$ cat src/rtl/mux8x1_rr_arbiter.sv
// mux8x1_rr_arbiter: round-robin owner arbitration with registered one-hot grant and 8:1 mux select
module mux8x1_rr_arbiter #(
  parameter int MAX_HOLD = 16
) (
  input  logic       clk,
  input  logic       rst_n,
  input  logic [7:0] req,
  input  logic       done,
  output logic [7:0] gnt,
  output logic [2:0] sel,
  output logic       valid,
  output logic       expired
);
  typedef enum logic [1:0] {IDLE, BUSY, GAP} state_t;
  localparam int CW = ($clog2(MAX_HOLD + 1) < 1) ? 1 : $clog2(MAX_HOLD + 1);
  state_t state, state_n;
  logic [2:0] ptr, ptr_n, win, sel_n;
  logic [7:0] gnt_n;
  logic [CW-1:0] cnt, cnt_n;
  logic valid_n, expired_n, tmo, rel;
  always_comb begin
    win = ptr;
    for (int i = 7; i >= 0; i--)
      if (req[ptr + 3'(i)]) win = ptr + 3'(i);
  end
  assign tmo = (MAX_HOLD != 0) && (cnt == CW'(MAX_HOLD));
  assign rel = done || !req[sel] || tmo;
  always_comb begin
    state_n   = state;
    gnt_n     = gnt;
    sel_n     = sel;
    valid_n   = valid;
    expired_n = 1'b0;
    ptr_n     = ptr;
    cnt_n     = cnt;
    if (state == BUSY) begin
      if (rel) begin
        state_n   = GAP;
        gnt_n     = '0;
        valid_n   = 1'b0;
        expired_n = tmo && !done && req[sel];
        cnt_n     = '0;
      end else begin
        cnt_n = (cnt == '1) ? cnt : cnt + CW'(1);
      end
    end else if (|req) begin
      state_n = BUSY;
      gnt_n   = 8'b1 << win;
      sel_n   = win;
      valid_n = 1'b1;
      ptr_n   = win + 3'd1;
      cnt_n   = CW'(1);
    end else begin
      state_n = IDLE;
    end
  end
  always_ff @(posedge clk or negedge rst_n) begin
    if (!rst_n) begin
      state   <= IDLE;
      gnt     <= '0;
      sel     <= '0;
      valid   <= 1'b0;
      expired <= 1'b0;
      ptr     <= '0;
      cnt     <= '0;
    end else begin
      state   <= state_n;
      gnt     <= gnt_n;
      sel     <= sel_n;
      valid   <= valid_n;
      expired <= expired_n;
      ptr     <= ptr_n;
      cnt     <= cnt_n;
    end
  end
endmodule
$ cat config.mk
export PLATFORM = sky130hd
export DESIGN_NAME = mux8x1_rr_arbiter
export DESIGN_NICKNAME = d
export VERILOG_FILES = /design/src/rtl/mux8x1_rr_arbiter.sv
export SDC_FILE = /design/constraint.sdc
export NUM_CORES = 1
export LEC_CHECK = 0
export ABC_AREA = 1
export CORE_AREA = 3 3 88 90
export DETAILED_ROUTE_END_ITERATION = 8
export DIE_AREA = 0 0 91 93
export GPL_ROUTABILITY_DRIVEN = 0
export RECOVER_POWER = 100
export REMOVE_ABC_BUFFERS = 1
export SLEW_MARGIN = 5
export SYNTH_ARGS = -nofsm -noshare
export SYNTH_HDL_FRONTEND = slang
export SYNTH_SLANG_ARGS = --single-unit
$ cat constraint.sdc
create_clock -name clk -period 2.9 [get_ports clk]
set_clock_uncertainty 0.1 [all_clocks]
set_input_delay 0.58 -clock clk [delete_from_list [all_inputs] [get_ports clk]]
set_output_delay 0.58 -clock clk [all_outputs]
set_load 0.005 [all_outputs]
# Yosys cells after proc, flatten, opt, wreduce, memory -nomap -nowiden
# Cells that the tools add are included.
# Widths: inputs -> output; s select.
# word_totals
reg_bits,23
input_bits,11
output_inout_bits,13
word_cells,84
# op_classes
add_sub_neg,9
magnitude_cmp,9
eq_ne,5
shift,1
mux,41
n_bitwise,1
reduce_logical,11
# ops
op,n
$lt 3x4->1 const B,9
$bmux 1 s3,9
$mux 3,8
$mux 8,3
$mux 5,4
$mux 1,15
$add 3x3->3 const B,4
$eq 5x5->1 const B,2
$reduce_or 8->1,1
$shl 1x3->8 const A,1
$add 3x1->3 const B,2
$add 3x2->3 const B,2
$reduce_and 2->1,3
$add 5x1->5 const B,1
$mux 2,2
$ne 3x3->1 const B,1
$eq 2x1->1 const B,1
$logic_and 1x1->1,2
$logic_not 1->1,2
$logic_or 1x1->1,2
$ne 2x2->1 const B,1
$reduce_bool 2->1,1
$not 1->1,1

# Longest topological paths before layout
# Gate-level depths: netlist of run 1.
# depth
depth_word,14
ltp_mapped,24
depth_no_buf,22

# Least setup slack after synthesis of run 1
# OpenSTA, ideal clock, no wires.
# synth_path
path_kind,register -> register
from,register ptr[0]
to,register ptr[2]
setup_ns,0.134
arrival_time_ns,2.344
required_time_ns,2.666
setup_slack_ns,0.322
stages_incl_launch_ff,23
path_buffers,2
period_less_slack_ns,2.578
cell_sequence,dfrtp_1 buf_6 inv_2 buf_6 ha_1 inv_1 nand3_1 nand3_2 nand2_2 inv_1 nand2_1 nand2_1 nand2_1 nand2_1 nand2_1 nand2_1 nand2_1 nand2_2 nand2_1 inv_1 ha_1 nand2_1 o21ai_0
# synth_between
elab_chain_len,12
word_cells_on_any_way,32
classes_between,add/sub (8); mux (24)
# synth_rtl
element,line_no,rtl
"start, declared",17,"logic [2:0] ptr, ptr_n, win, sel_n;"
"start signal, assigned",72,ptr <= ptr_n;
$add 3x3->3,24,if (req[ptr + 3'(i)]) win = ptr + 3'(i);
$bmux 1 s3,24,
$mux 1 (not written as such),24,
$mux 3 (7 in series),24,
$mux 3 (*),24,
$add 3x1->3 (*),51,ptr_n = win + 3'd1;
# Mark *: on every way between the ends. The rest lies on a longest branch, timed or not. The select of a mux whose other input is x is not followed.
# A chain may end at the register's enable or synchronous reset.

# Final worst setup path of run 1
# layout_path
from,input port req[2]
to,register ptr[2]
# layout_between
elab_chain_len,11
word_cells_on_any_way,27
classes_between,add/sub (1); mux (24); reduce/logical (2)
# layout_rtl
element,line_no,rtl
"start, declared",7,"input logic [7:0] req,"
$bmux 1 s3,24,
$mux 1 (not written as such),24,
$mux 3 (8 in series),24,
$add 3x1->3,51,
# Several ways; a longest one is shown, not always the timed one. The select of a mux whose other input is x is not followed.

==> impl_results.html, run 1 <==
<table>
<tr><th>Metric</th><th>Value</th></tr>
<tr><th colspan="2">Place</th></tr>
<tr><td>Post-detail-place hpwl</td><td>about 3.5 mm</td></tr>
<tr><td>Placed Instance Area</td><td>between 0.002 and 0.0025 mm^2</td></tr>
<tr><td>Placed Cells incl. Taps</td><td>388</td></tr>
<tr><td>Worst slack at placement</td><td>around 42 ps</td></tr>
<tr><td>I/O Buffers</td><td>23</td></tr>
<tr><th colspan="2">Synthesis</th></tr>
<tr><td>Library cell with the largest summed area after synthesis</td><td>sky130_fd_sc_hd__dfrtp_1</td></tr>
<tr><td>Primary flip-flop cell chosen by synthesis mapping</td><td>sky130_fd_sc_hd__dfrtp_1</td></tr>
<tr><td>Largest cells by area after synthesis</td><td>sky130_fd_sc_hd__dfrtp_1 33%, sky130_fd_sc_hd__nand2_1 18%, sky130_fd_sc_hd__nand3_1 8.9%</td></tr>
<tr><td>Synthesized area divided by synthesized cell count</td><td>roughly 6.7 um^2</td></tr>
<tr><td>Ys async rst share</td><td>100%</td></tr>
<tr><td>Count of different cell masters after synthesis</td><td>28</td></tr>
<tr><td>Synth warn</td><td>0</td></tr>
<tr><td>Post-synth EDFFs</td><td>0</td></tr>
<tr><td>Proportion of netlist area held by the largest area contributor</td><td>~33%</td></tr>
<tr><td>Synth Instances</td><td>between 200 and 300</td></tr>
<tr><td>Total of flip-flops plus latches after synthesis</td><td>23</td></tr>
<tr><td>Sequential-to-total area share from yosys stat</td><td>approximately a third</td></tr>
<tr><td>Area of the mapped netlist</td><td>0.00174 mm^2</td></tr>
<tr><th colspan="2">Timing</th></tr>
<tr><td>Shortest period the worst path allows</td><td>approximately 2600 ps</td></tr>
<tr><td>Slew HR</td><td>18.2%</td></tr>
<tr><td>Share of the clock period used by the worst path</td><td>about nine tenths</td></tr>
<tr><td>Final setup fails</td><td>0</td></tr>
<tr><td>Transition time of the tightest slew-check pin</td><td>between 1000 and 1500 ps</td></tr>
<tr><td>Final number of max-transition violations</td><td>0</td></tr>
<tr><td>Aggregate negative setup slack</td><td>0 ps</td></tr>
<tr><td>Count of final hold-check violations</td><td>0</td></tr>
<tr><td>Final worst setup slack</td><td>between 200 and 300 ps</td></tr>
<tr><td>RSZ-0062 raised after global routing</td><td>false</td></tr>
<tr><td>Peak clock frequency supported by timing</td><td>about 380 MHz</td></tr>
<tr><th colspan="2">Global routing</th></tr>
<tr><td>Initial antenna violation count</td><td>0</td></tr>
<tr><td>GRT Util Overall</td><td>10.4%</td></tr>
<tr><td>Via count of the first global-routing pass</td><td>approximately 1,600</td></tr>
<tr><td>First-pass GRT wire length</td><td>about 7.4 mm</td></tr>
<tr><td>Final global-route overflow total</td><td>0</td></tr>
<tr><td>Largest net degree at the start of global routing</td><td>24</td></tr>
<tr><th colspan="2">Clocking</th></tr>
<tr><td>Post-CTS clock slew at the launch and capture registers of the worst setup and hold paths</td><td>80 ps</td></tr>
<tr><td>Number of buffers on the longest clock path</td><td>2</td></tr>
<tr><td>Insertion delay of the later-clocked pin in the worst-skew pair</td><td>approximately 260 ps</td></tr>
<tr><td>Number of H-tree levels</td><td>1</td></tr>
<tr><td>Number of clock sinks</td><td>23</td></tr>
<tr><td>Clock Tree Root</td><td>sky130_fd_sc_hd__clkbuf_8</td></tr>
<tr><td>CTS Hold Buffers Added</td><td>0</td></tr>
<tr><td>Number of buffers added by the clock tree synthesis step</td><td>3</td></tr>
<tr><td>TritonCTS clock tree</td><td>built</td></tr>
<tr><td>Post-CTS Setup Inserts</td><td>0</td></tr>
<tr><td>Count of cells resized by post-cts repair</td><td>0</td></tr>
<tr><th colspan="2">Worst setup path</th></tr>
<tr><td>Signal arrival time at the worst endpoint</td><td>between 2000 and 3000 ps</td></tr>
<tr><td>Data required time at the worst endpoint</td><td>slightly below 3000 ps</td></tr>
<tr><td>Startpoint kind of the worst setup timing path</td><td>input port</td></tr>
<tr><td>Classification of the worst setup path</td><td>input port to flip-flop</td></tr>
<tr><td>CP Max Fanout</td><td>4</td></tr>
<tr><td>Endpoint class of the critical path</td><td>flip-flop</td></tr>
<tr><td>Cells on worst reg2reg path</td><td>20</td></tr>
<tr><th colspan="2">Die</th></tr>
<tr><td>Area of the die</td><td>~0.0085 mm^2</td></tr>
<tr><td>Top-Level Pins</td><td>24</td></tr>
<tr><td>Floorplan core area</td><td>~0.0071 mm^2</td></tr>
<tr><td>Die extent in y</td><td>between 90 and 100 um</td></tr>
<tr><td>Effective utilization at floorplan</td><td>between 20% and 30%</td></tr>
<tr><td>Placement Rows</td><td>31</td></tr>
<tr><td>Die span in x</td><td>91 um</td></tr>
<tr><th colspan="2">Routing</th></tr>
<tr><td>Via-to-Cell Ratio</td><td>~4.3</td></tr>
<tr><td>Count of routing violations after the opening detailed-route iteration</td><td>48</td></tr>
<tr><td>Post-route ant nets</td><td>0</td></tr>
<tr><td>Total via count after detailed routing</td><td>between 1,500 and 2,000</td></tr>
<tr><td>Wire length reported by the detailed router</td><td>approximately 4.4 mm</td></tr>
<tr><td>Pre-antenna DRT Iters</td><td>4</td></tr>
<tr><td>WL/cell</td><td>11.1 um</td></tr>
<tr><td>Remaining routing DRC violations</td><td>0</td></tr>
<tr><th colspan="2">Status</th></tr>
<tr><td>Run status</td><td>finished clean</td></tr>
<tr><th colspan="2">Layout</th></tr>
<tr><td>Final standard cell count with taps included and fillers excluded</td><td>around 400</td></tr>
<tr><td>Non-Filler Cell Area, Final</td><td>between 0.002 and 0.0025 mm^2</td></tr>
<tr><td>Ant diodes</td><td>0</td></tr>
<tr><td>Area added between synthesis and finish</td><td>24.0%</td></tr>
<tr><td>Ratio of cells with drive above 1 in the final layout</td><td>10.9%</td></tr>
<tr><td>Nets@finish</td><td>311</td></tr>
<tr><th colspan="2">Hold path</th></tr>
<tr><td>Worst Hold Class</td><td>flip-flop to flip-flop</td></tr>
<tr><td>Hold Path Stages</td><td>2</td></tr>
<tr><th colspan="2">Run</th></tr>
<tr><td>Number of violations of the max-capacitance limit</td><td>0</td></tr>
</table>
-- metal layers --
metal  up-vias  GRT usage [%]  wire length, um  part of all wire, %
li1        898              -                -                    -
met1       763           14.2             2180                   50
met2        39           16.8             1930                   44
met3         4           2.01              228                  5.2
met4         0           2.76               25                 0.57
met5         -              0                0                    0
-- metrics by stage --
step                hold slack (ps)  util, %
finish                          395     30.3
global route                    434     30.3
CTS                             412     30.4
detailed placement              385     29.8
global placement                394     29.8
floorplan                       184        -
-- worst max-delay path: stages --
cell                              delay [ps]
sky130_fd_sc_hd__clkdlybuf4s50_1         560
sky130_fd_sc_hd__nand2_1                 100
sky130_fd_sc_hd__nand3_1                 130
sky130_fd_sc_hd__nand3_2                 100
sky130_fd_sc_hd__nand2_2                 120
sky130_fd_sc_hd__inv_1                    40
sky130_fd_sc_hd__nand2_1                  60
sky130_fd_sc_hd__nand2_1                  50
sky130_fd_sc_hd__nand2_1                  50
sky130_fd_sc_hd__nand2_1                  50
sky130_fd_sc_hd__nand2_1                  70
sky130_fd_sc_hd__nand2_1                  50
sky130_fd_sc_hd__nand2_1                  60
sky130_fd_sc_hd__nand2_2                  60
sky130_fd_sc_hd__nand2_1                 110
sky130_fd_sc_hd__inv_1                    60
sky130_fd_sc_hd__ha_1                    270
sky130_fd_sc_hd__nand2_1                  60
sky130_fd_sc_hd__o21ai_0                  60
-- layout by cell type (no fill, tap or decap) --
cell and n:
sky130_fd_sc_hd__a21boi_0 1, sky130_fd_sc_hd__a21boi_1 1, sky130_fd_sc_hd__a21oi_1 7, sky130_fd_sc_hd__a21oi_2 2, sky130_fd_sc_hd__a22o_1 1, sky130_fd_sc_hd__buf_4 6, sky130_fd_sc_hd__clkbuf_1 3, sky130_fd_sc_hd__clkbuf_8 3
sky130_fd_sc_hd__clkdlybuf4s50_1 9, sky130_fd_sc_hd__clkinv_1 3, sky130_fd_sc_hd__dfrtp_1 23, sky130_fd_sc_hd__dlygate4sd3_1 14, sky130_fd_sc_hd__ha_1 5, sky130_fd_sc_hd__ha_2 1, sky130_fd_sc_hd__inv_1 36, sky130_fd_sc_hd__inv_2 4
sky130_fd_sc_hd__nand2_1 83, sky130_fd_sc_hd__nand2_2 8, sky130_fd_sc_hd__nand3_1 31, sky130_fd_sc_hd__nand3_2 7, sky130_fd_sc_hd__nand4_1 1, sky130_fd_sc_hd__nor2_1 13, sky130_fd_sc_hd__nor3_1 5, sky130_fd_sc_hd__nor4_1 1
sky130_fd_sc_hd__o211ai_1 2, sky130_fd_sc_hd__o21a_1 1, sky130_fd_sc_hd__o21ai_0 18, sky130_fd_sc_hd__o21ai_1 1, sky130_fd_sc_hd__o21bai_1 1, sky130_fd_sc_hd__o22ai_1 1, sky130_fd_sc_hd__xor2_2 1
-- logic make-up after synthesis --
family	Yosys count	share of synthesized area, %
xor+xnor	1	0.933
compound gates	36	12.1
simple gates	149	38.6
fa+ha+maj	6	4.30
flops	23	33.0
buf+inv	47	11.0
-- Yosys cell counts, types with 4 or more instances --
| cell type | n |
|---|---|
| sky130_fd_sc_hd__nand3_1 | 31 |
| sky130_fd_sc_hd__a21oi_1 | 7 |
| sky130_fd_sc_hd__nor3_1 | 5 |
| sky130_fd_sc_hd__o21ai_1 | 8 |
| sky130_fd_sc_hd__dfrtp_1 | 23 |
| sky130_fd_sc_hd__o21ai_0 | 11 |
| sky130_fd_sc_hd__nand3_2 | 7 |
| sky130_fd_sc_hd__ha_1 | 6 |
| sky130_fd_sc_hd__nand2_2 | 8 |
| sky130_fd_sc_hd__inv_2 | 4 |
| sky130_fd_sc_hd__nand2_1 | 83 |
| sky130_fd_sc_hd__inv_1 | 36 |
| sky130_fd_sc_hd__nor2_1 | 13 |
-- state kept, by name, indices dropped and copies added, names as in the netlist --
name	count
expired	1
ptr	3
sel	3
gnt	8
cnt	5
valid	1
state	2
-- layout make-up --
cell class	count	area (um^2)
Fill cell	787	4970
Timing Repair Buffer	31	283
Multi-Input combinational cell	192	975
Clock buffer	4	45.0
Inverter	43	161
Sequential cell	23	576
Tap cell	99	124
-- worst paths after layout --
check	start	to	slack (ps)
worst max-delay path	req[2]	ptr[2]	300
worst min-delay path	gnt[4]	gnt[4]	390
worst max register to register	ptr[1]	ptr[2]	300
worst min register to register	gnt[4]	gnt[4]	390
max in group asynchronous	rst_n	sel[2]	980
min in group asynchronous	rst_n	cnt[2]	1000
Power of run 1 is not shown: default switching activity piles up to over one toggle a cycle in this logic, so the estimate is an artifact.
==> run 2, diff against run 1 <==
--- a/config.mk
+++ b/config.mk
@@ -12,7 +12,6 @@
 export GPL_ROUTABILITY_DRIVEN = 0
 export RECOVER_POWER = 100
 export REMOVE_ABC_BUFFERS = 1
-export SLEW_MARGIN = 5
 export SYNTH_ARGS = -nofsm -noshare
 export SYNTH_HDL_FRONTEND = slang
 export SYNTH_SLANG_ARGS = --single-unit
==> results of run 2 <==
No change in the layout: final DEF, timing and power equal those of run 1.
Power of run 2 is left out for the same reason.
==> run 3, diff against run 2 <==
--- a/config.mk
+++ b/config.mk
@@ -6,6 +6,7 @@
 export NUM_CORES = 1
 export LEC_CHECK = 0
 export ABC_AREA = 1
+export CAP_MARGIN = 0
 export CORE_AREA = 3 3 88 90
 export DETAILED_ROUTE_END_ITERATION = 8
 export DIE_AREA = 0 0 91 93
==> results of run 3 <==
No change in the layout: final DEF, timing and power equal those of run 1.
Power of run 3 is left out for the same reason.
